==> src/rtl/bmp_load_ctrl_if.sv <==
// rtl/bmp_load_ctrl_if.sv - byte stream input and RAM write bus of the BMP load controller
interface bmp_load_ctrl_if #(
    parameter int unsigned BYTE_WIDTH = 8,
    parameter int unsigned ADDR_WIDTH = 20
);
    logic                  in_valid;
    logic [BYTE_WIDTH-1:0] in_data;
    logic                  in_ready;
    logic                  RAM_valid;
    logic [ADDR_WIDTH-1:0] ram_addr;
    logic [BYTE_WIDTH-1:0] ram_data;

    modport master (
        output in_valid, in_data,
        input  in_ready, RAM_valid, ram_addr, ram_data
    );

    modport slave (
        input  in_valid, in_data,
        output in_ready, RAM_valid, ram_addr, ram_data
    );
endinterface

==> src/rtl/bmp_load_ctrl.sv <==
// rtl/bmp_load_ctrl.sv - streams a BMP file into frame RAM while parsing and validating its header
module bmp_load_ctrl #(
    parameter int unsigned BYTE_WIDTH     = 8,
    parameter int unsigned ADDR_WIDTH     = 20,
    parameter int unsigned BMP_TOTAL_SIZE = 786486,
    parameter int unsigned HEADER_SIZE    = 54
) (
    input  logic              clk,
    input  logic              rst_n,
    input  logic              start,
    bmp_load_ctrl_if.slave    bus,
    output logic [31:0]       file_size,
    output logic [31:0]       data_offset,
    output logic [31:0]       bmp_width,
    output logic [31:0]       bmp_height,
    output logic [15:0]       bpp,
    output logic              done,
    output logic              err
);
    typedef enum logic [2:0] {S_IDLE, S_HEADER, S_PIXEL, S_DONE, S_ERROR} state_e;

    localparam logic [ADDR_WIDTH-1:0] LAST_HDR = ADDR_WIDTH'(HEADER_SIZE - 1);

    state_e                state_q, state_d;
    logic [ADDR_WIDTH-1:0] cnt_q, cnt_d;
    logic [31:0]           fsize_q, fsize_d;
    logic [31:0]           doff_q, doff_d;
    logic [31:0]           width_q, width_d;
    logic [31:0]           height_q, height_d;
    logic [15:0]           bpp_q, bpp_d;
    logic                  wr_valid_q;
    logic [ADDR_WIDTH-1:0] wr_addr_q;
    logic [BYTE_WIDTH-1:0] wr_data_q;

    logic                  in_ready_w;
    logic                  accept;
    logic                  restart;
    logic                  header_ok;
    logic                  last_pixel;
    logic [1:0]            lane;
    logic [7:0]            byte_w;

    function automatic logic at(input int unsigned lo, input int unsigned hi);
        at = (32'(cnt_q) >= lo) && (32'(cnt_q) <= hi);
    endfunction

    assign in_ready_w = (state_q == S_HEADER) || (state_q == S_PIXEL);
    assign accept     = bus.in_valid && in_ready_w;
    assign restart    = start && ((state_q == S_IDLE) || (state_q == S_DONE) || (state_q == S_ERROR));
    assign byte_w     = bus.in_data[7:0];
    // Every 4-byte field starts at an offset = 2 mod 4, so the lane falls out of the low counter bits.
    assign lane       = cnt_q[1:0] - 2'd2;

    assign header_ok  = (fsize_q >= HEADER_SIZE) && (fsize_q <= BMP_TOTAL_SIZE) &&
                        (doff_q >= HEADER_SIZE) && (doff_q < fsize_q) && (bpp_q == 16'd24);
    assign last_pixel = (32'(cnt_q) == fsize_q - 32'd1);

    always_comb begin
        state_d  = state_q;
        cnt_d    = cnt_q;
        fsize_d  = fsize_q;
        doff_d   = doff_q;
        width_d  = width_q;
        height_d = height_q;
        bpp_d    = bpp_q;
        if (restart) begin
            state_d  = S_HEADER;
            cnt_d    = '0;
            fsize_d  = '0;
            doff_d   = '0;
            width_d  = '0;
            height_d = '0;
            bpp_d    = '0;
        end else if (accept) begin
            cnt_d = cnt_q + 1'b1;
            if (state_q == S_HEADER) begin
                if (at(2, 5))   fsize_d[{lane, 3'b000} +: 8]  = byte_w;
                if (at(10, 13)) doff_d[{lane, 3'b000} +: 8]   = byte_w;
                if (at(18, 21)) width_d[{lane, 3'b000} +: 8]  = byte_w;
                if (at(22, 25)) height_d[{lane, 3'b000} +: 8] = byte_w;
                if (at(28, 29)) bpp_d[{cnt_q[0], 3'b000} +: 8] = byte_w;
                if (at(0, 0) && byte_w != 8'h42) state_d = S_ERROR;
                if (at(1, 1) && byte_w != 8'h4D) state_d = S_ERROR;
                // Byte 53 carries no field data, so the registered fields are already complete here.
                if (cnt_q == LAST_HDR) begin
                    if (!header_ok)                 state_d = S_ERROR;
                    else if (fsize_q == HEADER_SIZE) state_d = S_DONE;
                    else                             state_d = S_PIXEL;
                end
            end else if (state_q == S_PIXEL && last_pixel) begin
                state_d = S_DONE;
            end
        end
    end

    always_ff @(posedge clk or negedge rst_n) begin
        if (!rst_n) begin
            state_q    <= S_IDLE;
            cnt_q      <= '0;
            fsize_q    <= '0;
            doff_q     <= '0;
            width_q    <= '0;
            height_q   <= '0;
            bpp_q      <= '0;
            wr_valid_q <= 1'b0;
            wr_addr_q  <= '0;
            wr_data_q  <= '0;
        end else begin
            state_q    <= state_d;
            cnt_q      <= cnt_d;
            fsize_q    <= fsize_d;
            doff_q     <= doff_d;
            width_q    <= width_d;
            height_q   <= height_d;
            bpp_q      <= bpp_d;
            wr_valid_q <= accept;
            if (accept) begin
                wr_addr_q <= cnt_q;
                wr_data_q <= bus.in_data;
            end
        end
    end

    assign bus.in_ready  = in_ready_w;
    assign bus.RAM_valid = wr_valid_q;
    assign bus.ram_addr  = wr_addr_q;
    assign bus.ram_data  = wr_data_q;
    assign file_size     = fsize_q;
    assign data_offset   = doff_q;
    assign bmp_width     = width_q;
    assign bmp_height    = height_q;
    assign bpp           = bpp_q;
    assign done          = (state_q == S_DONE);
    assign err           = (state_q == S_ERROR);
endmodule

==> src/flat_wrapper.sv <==
// flat-port wrapper written by rule: the top's interface ports become plain ports
module bmp_load_ctrl_flat 
#(
    parameter int unsigned BYTE_WIDTH     = 8,
    parameter int unsigned ADDR_WIDTH     = 20,
    parameter int unsigned BMP_TOTAL_SIZE = 786486,
    parameter int unsigned HEADER_SIZE    = 54
)
  (clk, rst_n, start, file_size, data_offset, bmp_width, bmp_height, bpp, done, err, bus_in_valid, bus_in_data, bus_in_ready, bus_RAM_valid, bus_ram_addr, bus_ram_data);
  bmp_load_ctrl_if #(.BYTE_WIDTH(BYTE_WIDTH), .ADDR_WIDTH(ADDR_WIDTH)) bus_i ();
  input  logic clk;
  input  logic rst_n;
  input  logic start;
  output logic [31:0] file_size;
  output logic [31:0] data_offset;
  output logic [31:0] bmp_width;
  output logic [31:0] bmp_height;
  output logic [15:0] bpp;
  output logic done;
  output logic err;
  input wire logic [$bits(bus_i.in_valid)-1:0] bus_in_valid;
  input wire logic [$bits(bus_i.in_data)-1:0] bus_in_data;
  output wire logic [$bits(bus_i.in_ready)-1:0] bus_in_ready;
  output wire logic [$bits(bus_i.RAM_valid)-1:0] bus_RAM_valid;
  output wire logic [$bits(bus_i.ram_addr)-1:0] bus_ram_addr;
  output wire logic [$bits(bus_i.ram_data)-1:0] bus_ram_data;
  assign bus_i.in_valid = bus_in_valid;
  assign bus_i.in_data = bus_in_data;
  assign bus_in_ready = bus_i.in_ready;
  assign bus_RAM_valid = bus_i.RAM_valid;
  assign bus_ram_addr = bus_i.ram_addr;
  assign bus_ram_data = bus_i.ram_data;
  bmp_load_ctrl #(.BYTE_WIDTH(BYTE_WIDTH), .ADDR_WIDTH(ADDR_WIDTH), .BMP_TOTAL_SIZE(BMP_TOTAL_SIZE), .HEADER_SIZE(HEADER_SIZE)) u_core (.clk(clk), .rst_n(rst_n), .start(start), .bus(bus_i), .file_size(file_size), .data_offset(data_offset), .bmp_width(bmp_width), .bmp_height(bmp_height), .bpp(bpp), .done(done), .err(err));
endmodule
==> config.mk <==
export PLATFORM = sky130hd
export DESIGN_NAME = bmp_load_ctrl_flat
export DESIGN_NICKNAME = d
export VERILOG_FILES = /design/src/rtl/bmp_load_ctrl_if.sv /design/src/rtl/bmp_load_ctrl.sv /design/src/flat_wrapper.sv
export SDC_FILE = /design/constraint.sdc
export NUM_CORES = 1
export LEC_CHECK = 0
export BUFFER_PORTS_ARGS = -buffer_cell sky130_fd_sc_hd__buf_4
export CAP_MARGIN = 0
export CORE_MARGIN = 3
export CORE_UTILIZATION = 50
export CTS_CLUSTER_SIZE = 30
export DETAILED_ROUTE_END_ITERATION = 10
export PLACE_DENSITY = 0.85
export SYNTH_ARGS = -nofsm -noshare
export SYNTH_HDL_FRONTEND = slang
export SYNTH_SLANG_ARGS = --single-unit
==> constraint.sdc <==
create_clock -name clk -period 4.4 [get_ports clk]
set_clock_uncertainty 0.2 [all_clocks]
set_input_delay 0.66 -clock clk [delete_from_list [all_inputs] [get_ports clk]]
set_output_delay 0.66 -clock clk [all_outputs]
set_load 0.1 [all_outputs]
Yosys cells after proc, flatten, opt, wreduce, memory -nomap -nowiden

Cells that the tools add are included.

Add/subtract/negate cells: 5
$lt $le $gt $ge: 17
Equality and inequality tests: 11
Shifts and indexed selects: 4
Mux-type cells: 36
Reductions and logical operators: 33

Operators by type and width:

| kind                   | count |
|---|---|
| $mux 32                | 16 |
| $bwmux 32              | 4 |
| $ge 32x6->1 const B    | 2 |
| $mux 16                | 4 |
| $ge 20x5->1 const B    | 3 |
| $le 20x5->1 const B    | 3 |
| $le 20x1->1 const B    | 2 |
| $mux 20                | 2 |
| $eq 20x32->1           | 1 |
| $eq 32x6->1 const B    | 1 |
| $le 32x20->1 const B   | 1 |
| $lt 32x32->1           | 1 |
| $shift 8x7->32 const A | 1 |
| $shiftx 8x7->32        | 1 |
| $sub 32x1->32 const B  | 1 |
| $mux 3                 | 8 |
| $add 20x1->20 const B  | 1 |
| $eq 20x6->1 const B    | 1 |
| $ge 20x1->1 const B    | 1 |
| $ge 20x2->1 const B    | 1 |
| $ge 20x4->1 const B    | 1 |
| $le 20x3->1 const B    | 1 |
| $le 20x4->1 const B    | 1 |
| $reduce_and 3->1       | 6 |
| 18 further kinds       | 42 |

Flip-flop bits (word level): 196
Input port bits: 12
Output and inout bits: 176
Word-level logic and storage cells: 116

Longest topological paths before layout

Gate-level depths: netlist of the first run.

Depth in word-level cells: 10
Mapped depth: 11
Depth with buffers taken out: 10

Worst setup path after synthesis of the first run

No wires, ideal clock.

Path type: register to register
Start: register u_core.fsize_q[27], in the netlist u_core.file_size[27]
End: register u_core.state_q[0]
Setup time: 0.087 ns
Arrival: 3.372 ns
Required time: 4.113 ns
Setup slack: 0.741 ns
Stages on the path, launching flop included: 9
Buffers on the path: 0
Clock period less this slack: 3.659 ns
Path through: dfrtp_1 -> or3_1 -> or4b_1 -> a2111o_1 -> a311o_1 -> a2111oi_2 -> nand4_1 -> or4_1 -> a211oi_2

Word-level cells in the longest chain between the ends: 10
Elaborated cells between the ends (all ways): 19
Those cells by class: 1 x add/sub; 3 x order compare; 2 x eq/ne; 6 x mux; 7 x reduce/logical

Ends and longest elaborated chain:

| what                                               | RTL line             | RTL |
|---|---|---|
| start, declared                                    | bmp_load_ctrl.sv:26  | `logic [31:0] fsize_q, fsize_d;` |
| start signal, assigned                             | bmp_load_ctrl.sv:111 | `fsize_q <= fsize_d;` |
| $ge 32x6->1 / $le 32x20->1 (equally long branches) | bmp_load_ctrl.sv:54  | `assign header_ok = (fsize_q >= HEADER_SIZE) && (fsize_q <= BMP_TOTAL_SIZE) &&` |
| $logic_and 1x1->1 (2 in series)                    | bmp_load_ctrl.sv:54  |  |
| $logic_and 1x1->1 (2 in series)                    | bmp_load_ctrl.sv:55  | `(doff_q >= HEADER_SIZE) && (doff_q < fsize_q) && (bpp_q == 16'd24);` |
| $mux 3                                             | bmp_load_ctrl.sv:86  | `if (!header_ok) state_d = S_ERROR;` |
| $mux 3                                             | bmp_load_ctrl.sv:85  | `if (cnt_q == LAST_HDR) begin` |
| $mux 3                                             | bmp_load_ctrl.sv:76  | `if (state_q == S_HEADER) begin` |
| $mux 3                                             | bmp_load_ctrl.sv:74  | `end else if (accept) begin` |
| $mux 3                                             | bmp_load_ctrl.sv:66  | `if (restart) begin` |
| end signal, assigned                               | bmp_load_ctrl.sv:109 | `state_q <= state_d;` |
| end, declared                                      | bmp_load_ctrl.sv:24  | `state_e state_q, state_d;` |

Several ways; a longest one is shown, not always the timed one. The select of a mux whose other input is x is not followed.
A chain may end at the register's enable or synchronous reset.

Worst setup path after layout of the first run

Start: register u_core.fsize_q[4], in the netlist u_core.file_size[4]
End: register u_core.state_q[0]

The elaborated chain is that of the path after synthesis.

==> flow_summary.json, run 1 <==
{
  "ff2ff_path_depth": 8,
  "fp.dieW_microns": 147,
  "busiest_layer": "met2",
  "cts_tree": "done",
  "start_util_pct": 52.0,
  "hold_violations": 0,
  "synth_cells": 953,
  "min_period_ps": 3580,
  "hold_buffers": 0,
  "firstDrtPassIters": 5,
  "fin_ws_ps": 819,
  "rows": 50,
  "place_inst": 1381,
  "start_kind": "flop",
  "yosys_warnings": 0,
  "reg2reg_from": "u_core.file_size[4]",
  "diodes": 0,
  "final_cells": 1413,
  "drtIter0Drc": 868,
  "timing.slew.headroom_pct": 25.8,
  "ant_nets": 0,
  "drt_wl_total_microns": 30900,
  "h-tree-depth": 4,
  "cap_violations": 0,
  "global_route.usage.met2_pct": 44.7,
  "layout_common_cells": "buf_4, dfrtp_1, nand2_1, nor2_1, mux2_1",
  "syn_nets": 1005,
  "port_buffers": 187,
  "seq_area_frac_synth_pct": 49.5,
  "grt.total_usage_pct": 28.9,
  "post-place-ws_ps": 867,
  "hpwl_microns": 22900,
  "async_reset_ff_share_pct": 100,
  "grt_pass1_vias": 8270,
  "synth_edf_count": 0,
  "coreArea_sq_mm": 0.0191,
  "finalSetupTns_ps": 0,
  "ys_seq_elements": 196,
  "antenna_found_initial": 0,
  "cts.sinks": 196,
  "synth_flop_cell": "dfrtp_1",
  "critPathKind": "flop to flop",
  "synth_cell_types": 67,
  "use_met1_pct": 39.7,
  "grt_util_met3_pct": 6.91,
  "grt_pass1_wl_microns": 48700,
  "clkTransAtPathRegs_ps": 70,
  "drcViolationCount": 0,
  "cp.arrival_ps": 3750,
  "wl_per_cell_microns": 21.8,
  "cp_max_fo": 10,
  "final_nets": 1192,
  "io_pins": 188,
  "cts_made_buffers": 17,
  "fmax_mhz": 279,
  "insertion_delay_ps": 450,
  "cp.required_ps": 4560,
  "hold_class": "input port to asynchronous set/reset pin",
  "postCtsSetupRepairBufs": 0,
  "reg2reg_slack_ps": 820,
  "rsz0062_at_grt": "false",
  "slew_violations": 0,
  "finalInstanceArea_sq_mm": 0.0122,
  "cp-end-kind": "flop",
  "worst_pin_slew_ps": 1110,
  "placed_area_sq_mm": 0.0116,
  "syn_to_final_growth_pct": 22.9,
  "die_y_microns": 147,
  "status": "finished clean",
  "vias": 8354,
  "grt_remaining_overflow": 0,
  "die_area_sq_mm": 0.0216,
  "via_per_inst": 5.91,
  "routabilityCongestion": 1.07,
  "period_share_pct": 81.4,
  "cts_resized": 0,
  "r2r-end": "u_core.state_q[0]",
  "syn_area_sq_mm": 0.00992,
  "drive_gt1_share_pct": 23.7,
  "grt_max_degree": 108,
  "setup_viol": 0,
  "clockBufferDepth": 2,
  "ctsRootBufferMaster": "clkbuf_16",
  "postSynthAreaPerCell_sq_um": 10.4
}
-- registers in the layout (all words and copies together) (netlist names), 8 cells and up --
signal and cells:
u_core.bmp_width 32, u_core.bus.ram_addr 20, u_core.data_offset 32, u_core.cnt_q 20, u_core.file_size 32, u_core.bmp_height 32
u_core.bus.ram_data 8, u_core.bpp 16
-- cell families after synthesis --
family          count (synthesis)  share of synthesized area, %
flops                         196                          49.5
compound gates                140                          9.49
fa+ha+maj                      40                          5.05
simple gates                  362                          18.0
xor+xnor                       46                          4.06
buf+inv                        70                          2.78
mux                            99                          11.2
-- final cells by class --
class | count | area, sq um
Multi-Input combinational cell | 687 | 4740
Inverter | 40 | 150
Timing Repair Buffer | 198 | 1510
Fill cell | 1502 | 6890
Sequential cell | 196 | 4900
Clock inverter | 15 | 143
Tap cell | 260 | 325
Clock buffer | 17 | 425
-- cell usage after synthesis, types with 8 or more instances --
| cell | instances | area, sq um |
|---|---|---|
| a21o_1 | 8 | 60.1 |
| a21oi_1 | 19 | 95.1 |
| a22o_1 | 16 | 140 |
| and2_1 | 34 | 213 |
| clkbuf_1 | 25 | 93.8 |
| dfrtp_1 | 196 | 4900 |
| ha_1 | 40 | 500 |
| inv_1 | 39 | 146 |
| mux2_1 | 64 | 721 |
| mux2_2 | 32 | 360 |
| nand2_1 | 133 | 499 |
| nand3_1 | 24 | 120 |
| nand4_1 | 17 | 106 |
| nor2_1 | 68 | 255 |
| nor3_1 | 22 | 110 |
| nor4_1 | 20 | 125 |
| o21ai_0 | 22 | 110 |
| o21ai_1 | 35 | 175 |
| xnor2_1 | 26 | 228 |
| xor2_1 | 20 | 175 |
-- how the worst max path moves through the flow --
stage                         startpoint           endpoint  slack (ps)  depth (start not counted)
floorplan           u_core.file_size[27]  u_core.state_q[0]         740                          8
global placement     u_core.file_size[4]  u_core.state_q[0]         950                          8
detailed placement   u_core.file_size[4]  u_core.state_q[0]         870                          8
CTS                  u_core.file_size[4]  u_core.state_q[0]         850                          8
global route         u_core.file_size[5]  u_core.state_q[0]         520                          8
finish               u_core.file_size[4]  u_core.state_q[0]         820                          8
-- critical path, stage by stage, from the launching register on --
cell and delay, ps:
dfrtp_1 480, nor4_4 500, nand3_1 460, or3_1 480
or4_1 400, a21oi_1 140, o22ai_1 90, or4_1 520
a211oi_2 220
-- metrics by stage --
stage | hold slack, ps | util [%]
after floorplan | 164 | -
after global placement | 261 | 60.9
after detailed placement | 264 | 60.9
after CTS | 156 | 63.9
after global routing | 192 | 63.9
final | 131 | 63.9
-- layer usage --
layer	up-vias	share of wire [%]
met3	89	8.4
met5	-	0
met4	0	3.9
met2	401	46
li1	3750	-
met1	4114	41
Power of run 1 is left out: the tool's default activity adds up to more than one toggle a clock period on the data nets, which glitch-free logic cannot reach.
==> run 2, diff against run 1 <==
--- a/config.mk
+++ b/config.mk
@@ -11,7 +11,7 @@
 export CORE_UTILIZATION = 50
 export CTS_CLUSTER_SIZE = 30
 export DETAILED_ROUTE_END_ITERATION = 10
-export PLACE_DENSITY = 0.85
+export PLACE_DENSITY = 0.88
 export SYNTH_ARGS = -nofsm -noshare
 export SYNTH_HDL_FRONTEND = slang
 export SYNTH_SLANG_ARGS = --single-unit
==> constraint.sdc (replaced) <==
create_clock -name clk -period 3.1 [get_ports clk]
set_clock_uncertainty 0.2 [all_clocks]
set_input_delay 0.465 -clock clk [delete_from_list [all_inputs] [get_ports clk]]
set_output_delay 0.465 -clock clk [all_outputs]
set_load 0.1 [all_outputs]
==> flow_summary.json, run 2 (synthesis gave the netlist of run 1 again) <==
{
  "die_y_microns": 147,
  "period_share_pct": 106,
  "worst_pin_slew_ps": 672,
  "drive_gt1_share_pct": 30.7,
  "vias": 8733,
  "timing.slew.headroom_pct": 54.9,
  "status": "complete, but fails checks",
  "crit_start": "u_core.file_size[29]",
  "setup_viol": 1,
  "start_util_pct": 52.0,
  "fmax_mhz": 306,
  "clockBufferDepth": 2,
  "wl_per_cell_microns": 21.7,
  "fp.dieW_microns": 147,
  "final_nets": 1271,
  "drt_wl_total_microns": 32300,
  "cap_violations": 0,
  "cp_max_fo": 2,
  "insertion_delay_ps": 450,
  "antenna_found_initial": 1,
  "cts.sinks": 196,
  "hold_path_startpoint": "bus_in_data[1]",
  "hold_violations": 0,
  "cts_made_buffers": 17,
  "h-tree-depth": 4,
  "fillCellCount": 1382,
  "io_pins": 188,
  "critPathKind": "flop to flop",
  "cts_tree": "done",
  "use_met1_pct": 38.9,
  "grt_remaining_overflow": 0,
  "cp.required_ps": 3260,
  "diodes": 0,
  "start_kind": "flop",
  "via_per_inst": 5.85,
  "slew_violations": 0,
  "ctsRootBufferMaster": "clkbuf_16",
  "layout_common_cells": "buf_4, dfrtp_1, nand2_1, nor2_1, mux2_1",
  "global_route.usage.met2_pct": 48.8,
  "grt_max_degree": 64,
  "reg2reg_from": "u_core.file_size[29]",
  "cp.arrival_ps": 3430,
  "rows": 50,
  "busiest_layer": "met2",
  "final_common_cell": "buf_4",
  "utilization_pct": 67.9,
  "cp-end-kind": "flop",
  "die_area_sq_mm": 0.0216,
  "firstDrtPassIters": 5,
  "ant_nets": 0,
  "drcViolationCount": 0,
  "violations": "setup timing",
  "rsz0062_at_grt": "true",
  "postCtsSetupRepairBufs": 0,
  "finalSetupTns_ps": -173,
  "fin_ws_ps": -173,
  "drtIter0Drc": 828,
  "grt_pass1_vias": 8764,
  "grt.total_usage_pct": 30.0,
  "syn_to_final_growth_pct": 30.7,
  "hpwl_microns": 23800,
  "routabilityCongestion": 0.949,
  "grt_util_met3_pct": 6.66,
  "coreArea_sq_mm": 0.0191,
  "min_period_ps": 3270,
  "grt_pass1_wl_microns": 50200,
  "clkTransAtPathRegs_ps": 70,
  "post-place-ws_ps": -260,
  "hold_class": "input port to flop",
  "port_buffers": 187
}
run 2: cell count changes in the layout (fill, tap and decap cells not counted), sizes merged:
cell	previous run	this run
buf	197	275
bufinv	0	4
inv	48	45
clkbuf	18	20
clkinv	6	4
clkinvlp	1	0
dlygate4sd3	0	1
run 2: final timing paths:
check | cells after the start | slack (ps) | end
min in group asynchronous | 2 | 380 | u_core.bmp_width[28]
max in group asynchronous | 3 | 1600 | u_core.data_offset[11]
setup / recovery | 8 | -170 | u_core.state_q[0]
setup reg to reg | 8 | -170 | u_core.state_q[0]
hold reg to reg | 2 | 270 | u_core.bus.ram_addr[13]
hold / removal | 3 | 150 | u_core.bus.ram_data[1]
run 2: final cells by class:
class | instances | area [sq um] | share of cell area, %
clock buffers | 19 | 453 | 3.50
clock inverters | 13 | 194 | 1.50
inverters | 40 | 150 | 1.16
multi-input cells | 687 | 4790 | 36.9
flip-flops and latches | 196 | 4940 | 38.1
well taps | 260 | 325 | 2.51
repair buffers | 277 | 2110 | 16.3
run 2: metrics by stage:
stage          hold WS (ps)  area [sq um]  std cells
2_1_floorplan         -30.6          9960        953
3_3_place_gp            261         12300       1459
3_5_place_dp            264         12300       1459
4_1_cts                 137         12900       1492
5_1_grt                 140         13000       1492
6_report                151         13000       1492
run 2: worst max-delay path, cell delays in order (launching register included):
cell and delay (ps):
dfrtp_4 480, or3_4 400, or4b_4 500, a2111o_1 300, a311o_1 340, a2111oi_2 220
nand4_1 150, or4_4 430, a211oi_2 180
run 2: timing repair:
action	CTS	global route
endpoints found under the hold margin	60	0
setup endpoints to repair	1	15
gates resized for setup	2	6
pin swaps	2	4
hold buffers	1	0
run 2: routing by layer:
| layer | wire (microns) | part of all wire [%] |
|---|---|---|
| met3 | 2640 | 8.2 |
| met1 | 12800 | 40 |
| met5 | 19 | 0.059 |
| met4 | 1210 | 3.8 |
| met2 | 15600 | 48 |
Power of run 2 is left out for the same reason.
